==> config.mk <==
export PLATFORM = sky130hd
export DESIGN_NAME = trap_csr_unit
export DESIGN_NICKNAME = d
export VERILOG_FILES = /design/src/rtl/trap_csr_unit.sv
export SDC_FILE = /design/constraint.sdc
export NUM_CORES = 1
export LEC_CHECK = 0
export BUFFER_PORTS_ARGS = -buffer_cell sky130_fd_sc_hd__buf_2
export CAP_MARGIN = 20
export CORE_ASPECT_RATIO = 1.75
export CORE_MARGIN = 2
export CORE_UTILIZATION = 25
export DETAILED_ROUTE_END_ITERATION = 12
export PLACE_DENSITY = 0.51
export SYNTH_ARGS = -nofsm -noshare
export SYNTH_HDL_FRONTEND = slang
export SYNTH_SLANG_ARGS = --single-unit
==> constraint.sdc <==
create_clock -name clk -period 4 [get_ports clk]
set_clock_uncertainty 0.05 [all_clocks]
set_input_delay 0 -clock clk [delete_from_list [all_inputs] [get_ports clk]]
set_output_delay 0 -clock clk [all_outputs]
set_load 0.05 [all_outputs]
==> src/rtl/trap_csr_unit.sv <==
// Machine-mode trap/CSR unit: captures trap state from the verifier's packed word,
// redirects the PC to the handler, returns on uret, and serves csrrw/csrrwi.
module trap_csr_unit #(
  parameter logic [15:0] HANDLER_ADDR = 16'h0100
) (
  input  logic        clk,
  input  logic        rst_n,
  input  logic        exception,
  input  logic [31:0] excep_info,
  input  logic        uret,
  input  logic        csr_we,
  input  logic [11:0] csr_addr,
  input  logic [31:0] csr_wdata,
  input  logic        irq,
  output logic [31:0] csr_rdata,
  output logic [31:0] csr_info,
  output logic        redirect,
  output logic [15:0] redirect_pc,
  output logic        stall
);

  localparam logic [11:0] ADDR_MSTATUS = 12'h300;
  localparam logic [11:0] ADDR_MTVEC   = 12'h305;
  localparam logic [11:0] ADDR_MEPC    = 12'h341;
  localparam logic [11:0] ADDR_MCAUSE  = 12'h342;
  localparam logic [11:0] ADDR_MIP     = 12'h344;

  typedef enum logic [1:0] {IDLE, TRAP, RET} state_t;

  state_t      state;
  state_t      state_next;
  logic        take_trap;
  logic        take_ret;
  logic        do_write;

  logic [15:0] mstatus;
  logic [15:0] mip;
  logic [15:0] mepc;
  logic [15:0] mtvec;
  logic [6:0]  mcause;
  logic        cause_type;

  // Only the low 16 bits and bit 31 (mcause cause_type) of a write carry state.
  logic unused_wdata;
  assign unused_wdata = &{1'b0, csr_wdata[30:16]};

  // Handshake: exception/uret/csr_we are single-cycle requests sampled at the edge;
  // only IDLE accepts them, with priority exception > uret > csr_we.
  always_comb begin
    state_next = state;
    take_trap  = 1'b0;
    take_ret   = 1'b0;
    do_write   = 1'b0;
    case (state)
      IDLE: begin
        if (exception) begin
          state_next = TRAP;
          take_trap  = 1'b1;
        end else if (uret) begin
          state_next = RET;
          take_ret   = 1'b1;
        end else if (csr_we) begin
          do_write   = 1'b1;
        end
      end
      TRAP:    state_next = IDLE;
      RET:     state_next = IDLE;
      default: state_next = IDLE;
    endcase
  end

  always_comb begin
    csr_rdata = 32'h0;
    case (csr_addr)
      ADDR_MSTATUS: csr_rdata = {16'h0, mstatus};
      ADDR_MTVEC:   csr_rdata = {16'h0, mtvec};
      ADDR_MEPC:    csr_rdata = {16'h0, mepc};
      ADDR_MCAUSE:  csr_rdata = {cause_type, 24'h0, mcause};
      ADDR_MIP:     csr_rdata = {16'h0, mip};
      default:      csr_rdata = 32'h0;
    endcase
  end

  assign csr_info = {mip, mstatus};

  always_ff @(posedge clk) begin
    if (!rst_n) begin
      state       <= IDLE;
      mstatus     <= 16'h0;
      mip         <= 16'h0;
      mepc        <= 16'h0;
      mtvec       <= HANDLER_ADDR;
      mcause      <= 7'h0;
      cause_type  <= 1'b0;
      redirect    <= 1'b0;
      stall       <= 1'b0;
      redirect_pc <= 16'h0;
    end else begin
      state       <= state_next;
      redirect    <= take_trap | take_ret;
      stall       <= take_trap | take_ret;
      redirect_pc <= take_trap ? mtvec : (take_ret ? mepc : 16'h0);
      mip[0]      <= irq;

      if (take_trap) begin
        mepc       <= excep_info[15:0];
        cause_type <= excep_info[31];
        mcause     <= excep_info[30:24];
        mstatus    <= {8'h00, excep_info[23:16]};
      end

      if (take_ret) mstatus <= 16'h0001;

      if (do_write) begin
        case (csr_addr)
          ADDR_MSTATUS: mstatus <= csr_wdata[15:0];
          ADDR_MTVEC:   mtvec   <= {csr_wdata[15:2], 2'b00};
          ADDR_MEPC:    mepc    <= csr_wdata[15:0];
          ADDR_MCAUSE: begin
            cause_type <= csr_wdata[31];
            mcause     <= csr_wdata[6:0];
          end
          ADDR_MIP:     mip[15:1] <= csr_wdata[15:1];
          default: ;
        endcase
      end
    end
  end

endmodule
==> results of run 1 <==
[layout make-up]
class | instances | area (um2)
clock buffer | 9 | 225
clock inverter | 6 | 90.1
fill | 1749 | 11300
inverter | 1 | 3.75
multi-input combinational | 326 | 2320
sequential | 89 | 1780
tap | 227 | 284
timing repair buffer | 161 | 927
[routing by layer]
metal  routed length [um]  share of wire  vias to the layer above
met2                 7800           0.53                      142
met3                  751          0.051                       16
li1                     -              -                     1848
met5                    0              0                        -
met1                 5960           0.40                     1818
met4                  310          0.021                        0
[critical path, cell delays in order, from the launching register on]
cell,delay (ns)
dfxtp_1,0.33
nor2_1,0.55
nand3_1,0.45
nor4_4,0.53
buf_4,0.37
mux2i_1,0.21
[stage by stage]
| stage | instance area [um2] | utilization |
|---|---|---|
| final | 5630 | 0.332 |
| after global routing | 5630 | 0.332 |
| after CTS | 5610 | 0.331 |
| after detailed placement | 5110 | 0.301 |
| after global placement | 5110 | 0.301 |
| after floorplan | 4360 | - |
[flip-flops by register name, indices dropped and copies added (netlist names), 2 cells and up]
register / cells
mtvec: 14
mstatus: 16
mip: 16
state: 2
mepc: 16
mcause: 7
redirect_pc: 16
[synthesized netlist by cell type]
library cell / n / area, um2
nor4_4: 1 / 21.3
or2_2: 1 / 6.26
a2bb2oi_1: 12 / 105
nand2_2: 1 / 6.26
o311a_1: 1 / 10.0
nand4_1: 1 / 6.26
and3_1: 2 / 12.5
nor4b_4: 1 / 23.8
mux2i_1: 68 / 681
a22o_1: 18 / 158
and2_1: 13 / 81.3
a21boi_0: 7 / 52.6
clkbuf_1: 22 / 82.6
and3b_1: 1 / 8.76
and2_0: 1 / 6.26
nand2_1: 81 / 304
buf_2: 7 / 35.0
nor2b_1: 3 / 18.8
nor4bb_1: 1 / 10.0
nor3b_1: 2 / 15.0
conb_1: 1 / 3.75
buf_6: 1 / 11.3
mux2_2: 23 / 259
a21oi_1: 1 / 5.00
nor2_2: 1 / 6.26
nand4b_4: 1 / 23.8
o221ai_1: 1 / 8.76
nor3_4: 1 / 16.3
and4_1: 3 / 26.3
a22oi_1: 21 / 158
buf_4: 18 / 135
nor3_2: 1 / 10.0
and4bb_1: 1 / 12.5
nand3_1: 11 / 55.1
o21ai_0: 25 / 125
nor2_1: 4 / 15.0
nor3_1: 1 / 5.00
inv_1: 1 / 3.75
dfxtp_1: 89 / 1780
nor4_1: 1 / 6.26
[power breakdown]
part / switching [W] / internal, W / leakage (nW) / total [W]
registers: 0.0000169 / 0.000912 / 0.724 / 0.000929
clock network: 0.000364 / 0.000548 / 0.152 / 0.000912
logic: 0.000178 / 0.000102 / 1.60 / 0.000279
total: 0.000559 / 0.00156 / 2.47 / 0.00212
[worst min path at each step]
stage                   startpoint               endpoint  slack (ns)  cells after the start
floorplan                      irq      mip[0]$_SDFF_PN0_        0.08                      1
global placement               irq      mip[0]$_SDFF_PN0_        0.16                      2
detailed placement             irq      mip[0]$_SDFF_PN0_        0.16                      2
CTS                  excep_info[0]     mepc[0]$_SDFF_PN0_       0.002                      4
global route        excep_info[11]    mepc[11]$_SDFF_PN0_       0.006                      4
finish              excep_info[16]  mstatus[0]$_SDFF_PN0_       0.004                      3
[cell families (layout without fill, tap and decap cells)]
| kind of cell | Yosys count | after routing | synth area share |
|---|---|---|---|
| other cells | 1 | 15 | 0.000870 |
| simple gates | 134 | 134 | 0.162 |
| flops | 89 | 89 | 0.413 |
| mux | 91 | 91 | 0.218 |
| buf+inv | 49 | 177 | 0.0621 |
| compound gates | 86 | 86 | 0.144 |
==> impl_metrics.ini, run 1 <==
[sta]
max_freq_mhz = 391
final_max_slew_viol_count = 0
finalCritPeriodShare = 0.639
grt_setup_unrepaired = no
hold_violations = 0
fin_ws_ns = 1.44
setup_violations = 0
finalSetupTns_ns = 0
worstMarginPinSlew_ns = 0.968
period_needed_ns = 2.56
slew_headroom = 0.355
holdWs_ns = 0.00422

[logic_synthesis]
ys.warnings.count = 0
netlist_area_um2 = 4310
avgSynthCellArea_um2 = 9.58
seq_area_frac_synth = 0.413
ys_types = 40
ys_seq_elements = 89
synth_cells = 450

[cells_and_area]
antenna_cells = 0
layout.cells.non_filler = 819
synthToLayoutAreaGrowth_pct = 30.6
drive_gt1_frac = 0.319
layout_commonest_cell = buf_2
final_cell_mix = buf_2 (133), dfxtp_1 (89), nand2_1 (81)
fin_nets = 670

[clocking]
clk_latency_ns = 0.33
clock-sinks = 89
clkTransAtPathRegs_ns = 0.06
postCtsSetupRepairBufs = 0
ctsHoldBuffers = 19
cts_tree = yes
clock_path_buffers = 2
ctsResizeCount = 0
cts-root-buf = clkbuf_16
cts_buffers = 9
cts_max_level = 3

[die]
pin_count = 164
initial_core_util = 0.254
chipWidth_um = 103
die_y_um = 178
dieArea_um2 = 18400
coreArea_um2 = 16900
rows = 63

[route]
drtIter0Drc = 148
vias = 3824
antenna_left = 0
wl_per_cell_um = 18.1
drc = 0
dr.pass1.iters = 4
drt_wl_total_um = 14800
vias_per_cell = 4.67

[worst_setup_path]
rr_endpoint = mip[9]$_SDFFE_PN0P_
crit_path_start = state[0]$_SDFFE_PN0P_
reg2reg_from = state[0]$_SDFFE_PN0P_
crit_fanout = 11
cp-endpoint = mip[9]$_SDFFE_PN0P_
r2r_setup_slack_ns = 1.44
r2r_cells = 5
required_ns = 4.22
worstSetupPathType = reg2reg
critical_path.endpoint_type = flip-flop
start_kind = flip-flop
arrival_ns = 2.77

[global_routing]
grt_first_pass_wirelength_um = 21600
grt-busiest-layer = met2
grt_antenna_before_repair = 0
use_met1 = 0.192
grt_usage = 0.161
met2_usage = 0.286
use_met3 = 0.0264
first_global_vias = 3774
overflow = 0
grt_max_degree = 62

[worst_hold_path]
min-delay-path-class = in2reg

[power_and_ir_drop]
max-vdd-ir-drop_mv = 0.231
power_w = 0.00212
power_density_nw_per_um2 = 376
p_leak_nw = 2.47

[placed_design]
io_buffer_count = 133
place_ws_ns = 1.44
dp_cells = 783
gp_congestion = 0.791
dpl.hpwl_um = 10600

[flow_run]
drv_cap = 0

[outcome]
status = completed
(Power assumes the default switching activity.)
==> inputs of run 2 (changes only) <==
==> constraint.sdc (replaced) <==
create_clock -name clk -period 2.6 [get_ports clk]
set_clock_uncertainty 0.05 [all_clocks]
set_input_delay 0 -clock clk [delete_from_list [all_inputs] [get_ports clk]]
set_output_delay 0 -clock clk [all_outputs]
set_load 0.05 [all_outputs]
==> run 2 against run 1 <==
  * Combinational power rose by 56%
  * Largest cell class unchanged
  * Final area rose by 1.2%
  * Clock power rose by 54%
==> impl_metrics.ini, run 2 (synthesis gave the netlist of run 1 again) <==
[global_routing]
overflow = 0
grt_max_degree = 72
first_global_vias = 4002
grt_first_pass_wirelength_um = 22700
grt_antenna_before_repair = 0
grt_usage = 0.166

[placed_design]
gp_congestion = 0.813
dpl.hpwl_um = 10900
dp_cells = 794
placed_cell_area_um2 = 5220
io_buffer_count = 133

[die]
coreArea_um2 = 16900
initial_core_util = 0.254
rows = 63
die_y_um = 178
chipWidth_um = 103
dieArea_um2 = 18400
pin_count = 164

[cells_and_area]
seqCellArea_um2 = 1780
antenna_cells = 0
fin_area_um2 = 5700
multiInputGateArea_um2 = 2320
fin_nets = 676
fillers = 1763
layout_commonest_cell = buf_2
synthToLayoutAreaGrowth_pct = 32.1
layout.cells.non_filler = 826
final_cell_mix = buf_2 (133), dfxtp_1 (89), nand2_1 (81)
drive_gt1_frac = 0.331

[clocking]
clkTransAtPathRegs_ns = 0.07
postCtsSetupRepairBufs = 0
clk_latency_ns = 0.33
cts-root-buf = clkbuf_16
cts_buffers = 9
cts_tree = yes
clock-sinks = 89
ctsResizeCount = 0
cts_max_level = 3
clock_path_buffers = 2

[sta]
finalSetupTns_ns = 0
max_freq_mhz = 426
setup_violations = 0
period_needed_ns = 2.35
final_max_slew_viol_count = 0
grt_setup_unrepaired = no
finalCritPeriodShare = 0.904
slew_headroom = 0.587
worstMarginPinSlew_ns = 0.617
hold_violations = 0

[route]
wl_per_cell_um = 18.0
drtIter0Drc = 147
antenna_left = 0
vias_per_cell = 4.70
vias = 3884
dr.pass1.iters = 5
drt_wl_total_um = 14900
drc = 0

[worst_setup_path]
start_kind = flip-flop
r2r_setup_slack_ns = 0.25
rr_endpoint = cause_type$_SDFF_PN0_
worstSetupPathType = reg2reg
r2r_cells = 4
critical_path.endpoint_type = flip-flop
cp-endpoint = cause_type$_SDFF_PN0_
arrival_ns = 2.52
reg2reg_from = state[0]$_SDFFE_PN0P_
crit_path_start = state[0]$_SDFFE_PN0P_
crit_fanout = 9
required_ns = 2.77

[power_and_ir_drop]
power_density_nw_per_um2 = 574
max-vdd-ir-drop_mv = 0.382
power_w = 0.00327
p_leak_nw = 2.52

[worst_hold_path]
min-delay-path-class = in2reg

[outcome]
status = completed

[flow_run]
drv_cap = 0
run 2: cell count changes in the layout (fill, tap and decap cells not counted):
cell	before	now
dlygate4sd3_1	19	16
buf_6	1	0
clkinvlp_4	1	0
clkbuf_1	0	1
clkinv_2	1	2
buf_12	0	2
clkinv_4	0	1
inv_6	2	0
buf_4	8	16
clkbuf_8	0	1
run 2: cell type report:
class	count	share of cell area
Timing Repair Buffer	167	0.173
Clock buffer	11	0.0426
Inverter	1	0.000659
Multi-Input combinational cell	326	0.407
Clock inverter	5	0.0138
Tap cell	227	0.0499
Sequential cell	89	0.313
run 2: worst min path at each step:
stage,from,endpoint,slack (ns),depth (start not counted)
2_1_floorplan,irq,mip[0]$_SDFF_PN0_,0.08,1
4_1_cts,excep_info[29],mcause[5]$_SDFF_PN0_,0.003,4
3_5_place_dp,irq,mip[0]$_SDFF_PN0_,0.16,2
6_report,excep_info[16],mstatus[0]$_SDFF_PN0_,0.007,3
5_1_grt,excep_info[8],mepc[8]$_SDFF_PN0_,0.01,4
3_3_place_gp,irq,mip[0]$_SDFF_PN0_,0.16,2
run 2: routing by layer:
layer,part of all wire,global-route usage
met5,0,0
met4,0.012,0.0477
met3,0.056,0.0268
met2,0.52,0.291
met1,0.41,0.206
run 2: power by group:
part           switching, W  internal, W
Combinational      0.000274     0.000162
Sequential        0.0000266      0.00140
Clock              0.000534     0.000868
run 2: critical path, stage by stage, from the launching register on:
cell           delay, ns
dfxtp_1             0.33
nor2_1              0.47
nand3_1             0.44
o311a_1             0.40
dlygate4sd3_1       0.54
run 2: what timing repair did:
item	CTS	global route
hold endpoints to repair	50	0
setup endpoints to repair	0	0
hold buffers	16	0
run 2: metrics by stage:
step / worst slack [ns] / hold slack (ns) / util
after floorplan: 0.512 / 0.0773 / -
after global placement: 0.461 / 0.158 / 0.308
after detailed placement: 0.411 / 0.162 / 0.308
after CTS: 0.256 / 0.00317 / 0.336
after global routing: 0.0258 / 0.0145 / 0.336
final: 0.250 / 0.00747 / 0.336
==> inputs of run 3 (changes only) <==
--- a/config.mk
+++ b/config.mk
@@ -9,9 +9,9 @@
 export CAP_MARGIN = 20
 export CORE_ASPECT_RATIO = 1.75
 export CORE_MARGIN = 2
-export CORE_UTILIZATION = 25
+export CORE_UTILIZATION = 40
 export DETAILED_ROUTE_END_ITERATION = 12
-export PLACE_DENSITY = 0.51
+export PLACE_DENSITY = 0.72
 export SYNTH_ARGS = -nofsm -noshare
 export SYNTH_HDL_FRONTEND = slang
 export SYNTH_SLANG_ARGS = --single-unit
==> run 3 against run 2 <==
  * Wire length is 12% lower
  * Count of clock-buffer cells in the layout is 2 lower
  * Die area shrank 36%
  * Final area is 1.3% lower
  * Flip-flop and latch count unchanged
  * Critical path depth grew 2
  * Via count increased by 2.6%
  * Highest routed layer unchanged
  * Largest power group is now the clock network
  * Largest cell class unchanged
==> impl_metrics.ini, run 3 (synthesis gave the netlist of run 1 again) <==
[route]
dr.pass1.iters = 5
drtIter0Drc = 263
drc = 0
vias = 3986
antenna_left = 0
vias_per_cell = 5.43
wl_per_cell_um = 17.7
drt_wl_total_um = 13000

[clocking]
clkTransAtPathRegs_ns = 0.07
clk_latency_ns = 0.33
cts_tree = yes
ctsResizeCount = 0
cts-root-buf = clkbuf_16
ctsHoldBuffers = 21
postCtsSetupRepairBufs = 0
cts_max_level = 3
cts_buffers = 9
clock-sinks = 89
clock_path_buffers = 2

[worst_hold_path]
min-delay-path-class = in2reg
min_path_cells = 3

[worst_setup_path]
required_ns = 2.84
start_kind = flip-flop
worstSetupPathType = reg2reg
crit_fanout = 9
arrival_ns = 2.40
r2r_cells = 6
critical_path.endpoint_type = flip-flop

[outcome]
status = completed

[cells_and_area]
drive_gt1_frac = 0.329
antenna_cells = 0
synthToLayoutAreaGrowth_pct = 30.4
layout_commonest_cell = buf_2
utilization = 0.532
final_cell_mix = buf_2 (133), dfxtp_1 (89), nand2_1 (81)
fin_nets = 681

[die]
pin_count = 164
initial_core_util = 0.408
chipWidth_um = 82.5
rows = 50
dieArea_um2 = 11700
coreArea_um2 = 10600
die_y_um = 141

[global_routing]
grt_first_pass_wirelength_um = 19600
grt_usage = 0.222
first_global_vias = 3849
grt_max_degree = 34
grt_antenna_before_repair = 0
overflow = 0

[sta]
final_max_slew_viol_count = 0
period_needed_ns = 2.17
finalCritPeriodShare = 0.833
setup_violations = 0
grt_setup_unrepaired = no
worstMarginPinSlew_ns = 0.603
hold_violations = 0
finalSetupTns_ns = 0
max_freq_mhz = 461
slew_headroom = 0.597
holdWs_ns = 0.00160

[flow_run]
drv_cap = 0

[power_and_ir_drop]
p_leak_nw = 2.54
power_density_nw_per_um2 = 594
max-vdd-ir-drop_mv = 0.466

[placed_design]
gp_congestion = 0.823
io_buffer_count = 133
dpl.hpwl_um = 9350
[run 3: cell types whose count changed in the layout (fill, tap and decap cells not counted), sizes merged]
| cell | change |
|---|---|
| dlygate4sd3 | +5 |
| clkinvlp | +2 |
| clkbuf | -2 |
| clkinv | -1 |
| bufinv | +1 |
[run 3: path summary, 6_finish.rpt]
kind,start,to,slack (ns)
max,state[0]$_SDFFE_PN0P_,mepc[0]$_SDFF_PN0_,0.43
min,csr_wdata[3],mcause[3]$_SDFF_PN0_,0.002
max reg2reg,state[0]$_SDFFE_PN0P_,mepc[0]$_SDFF_PN0_,0.43
min reg2reg,mip[15]$_SDFFE_PN0P_,mip[15]$_SDFFE_PN0P_,0.42
[run 3: stage by stage]
| step | total power, W | worst slack, ns | instances | instance area (um2) |
|---|---|---|---|---|
| 5_1_grt | 0.00343 | 0.356 | 734 | 5620 |
| 4_1_cts | 0.00335 | 0.478 | 734 | 5620 |
| 3_5_place_dp | 0.00186 | 0.695 | 697 | 5070 |
| 2_1_floorplan | 0.00175 | 0.512 | 464 | 4360 |
| 3_3_place_gp | 0.00185 | 0.721 | 697 | 5070 |
| 6_report | 0.00334 | 0.433 | 734 | 5620 |
[run 3: cell type report]
type	count	area (um2)
repair buffers	172	1010
clock inverters	7	119
inverters	1	3.75
clock buffers	9	225
well taps	130	163
multi-input cells	326	2320
fillers	994	4950
flip-flops and latches	89	1780
[run 3: power breakdown]
| group | switching, W | leakage [nW] | internal (W) |
|---|---|---|---|
| Sequential | 0.0000276 | 0.724 | 0.00140 |
| Clock | 0.000539 | 0.162 | 0.000939 |
| Combinational | 0.000267 | 1.65 | 0.000163 |
| Total | 0.000834 | 2.54 | 0.00251 |
[run 3: routing by layer]
| layer | GRT usage | up-vias | wire length (um) |
|---|---|---|---|
| li1 | - | 1877 | - |
| met1 | 0.256 | 1923 | 5030 |
| met2 | 0.392 | 166 | 6880 |
| met3 | 0.0337 | 20 | 809 |
| met4 | 0.0956 | 0 | 299 |
| met5 | 0 | - | 0 |
[run 3: worst max-delay path, stage by stage, from the launching register on]
cell	delay, ns
dfxtp_1	0.33
nor2_1	0.15
nand3_1	0.33
nor3_4	0.23
buf_4	0.26
mux2i_1	0.21
dlygate4sd3_1	0.56
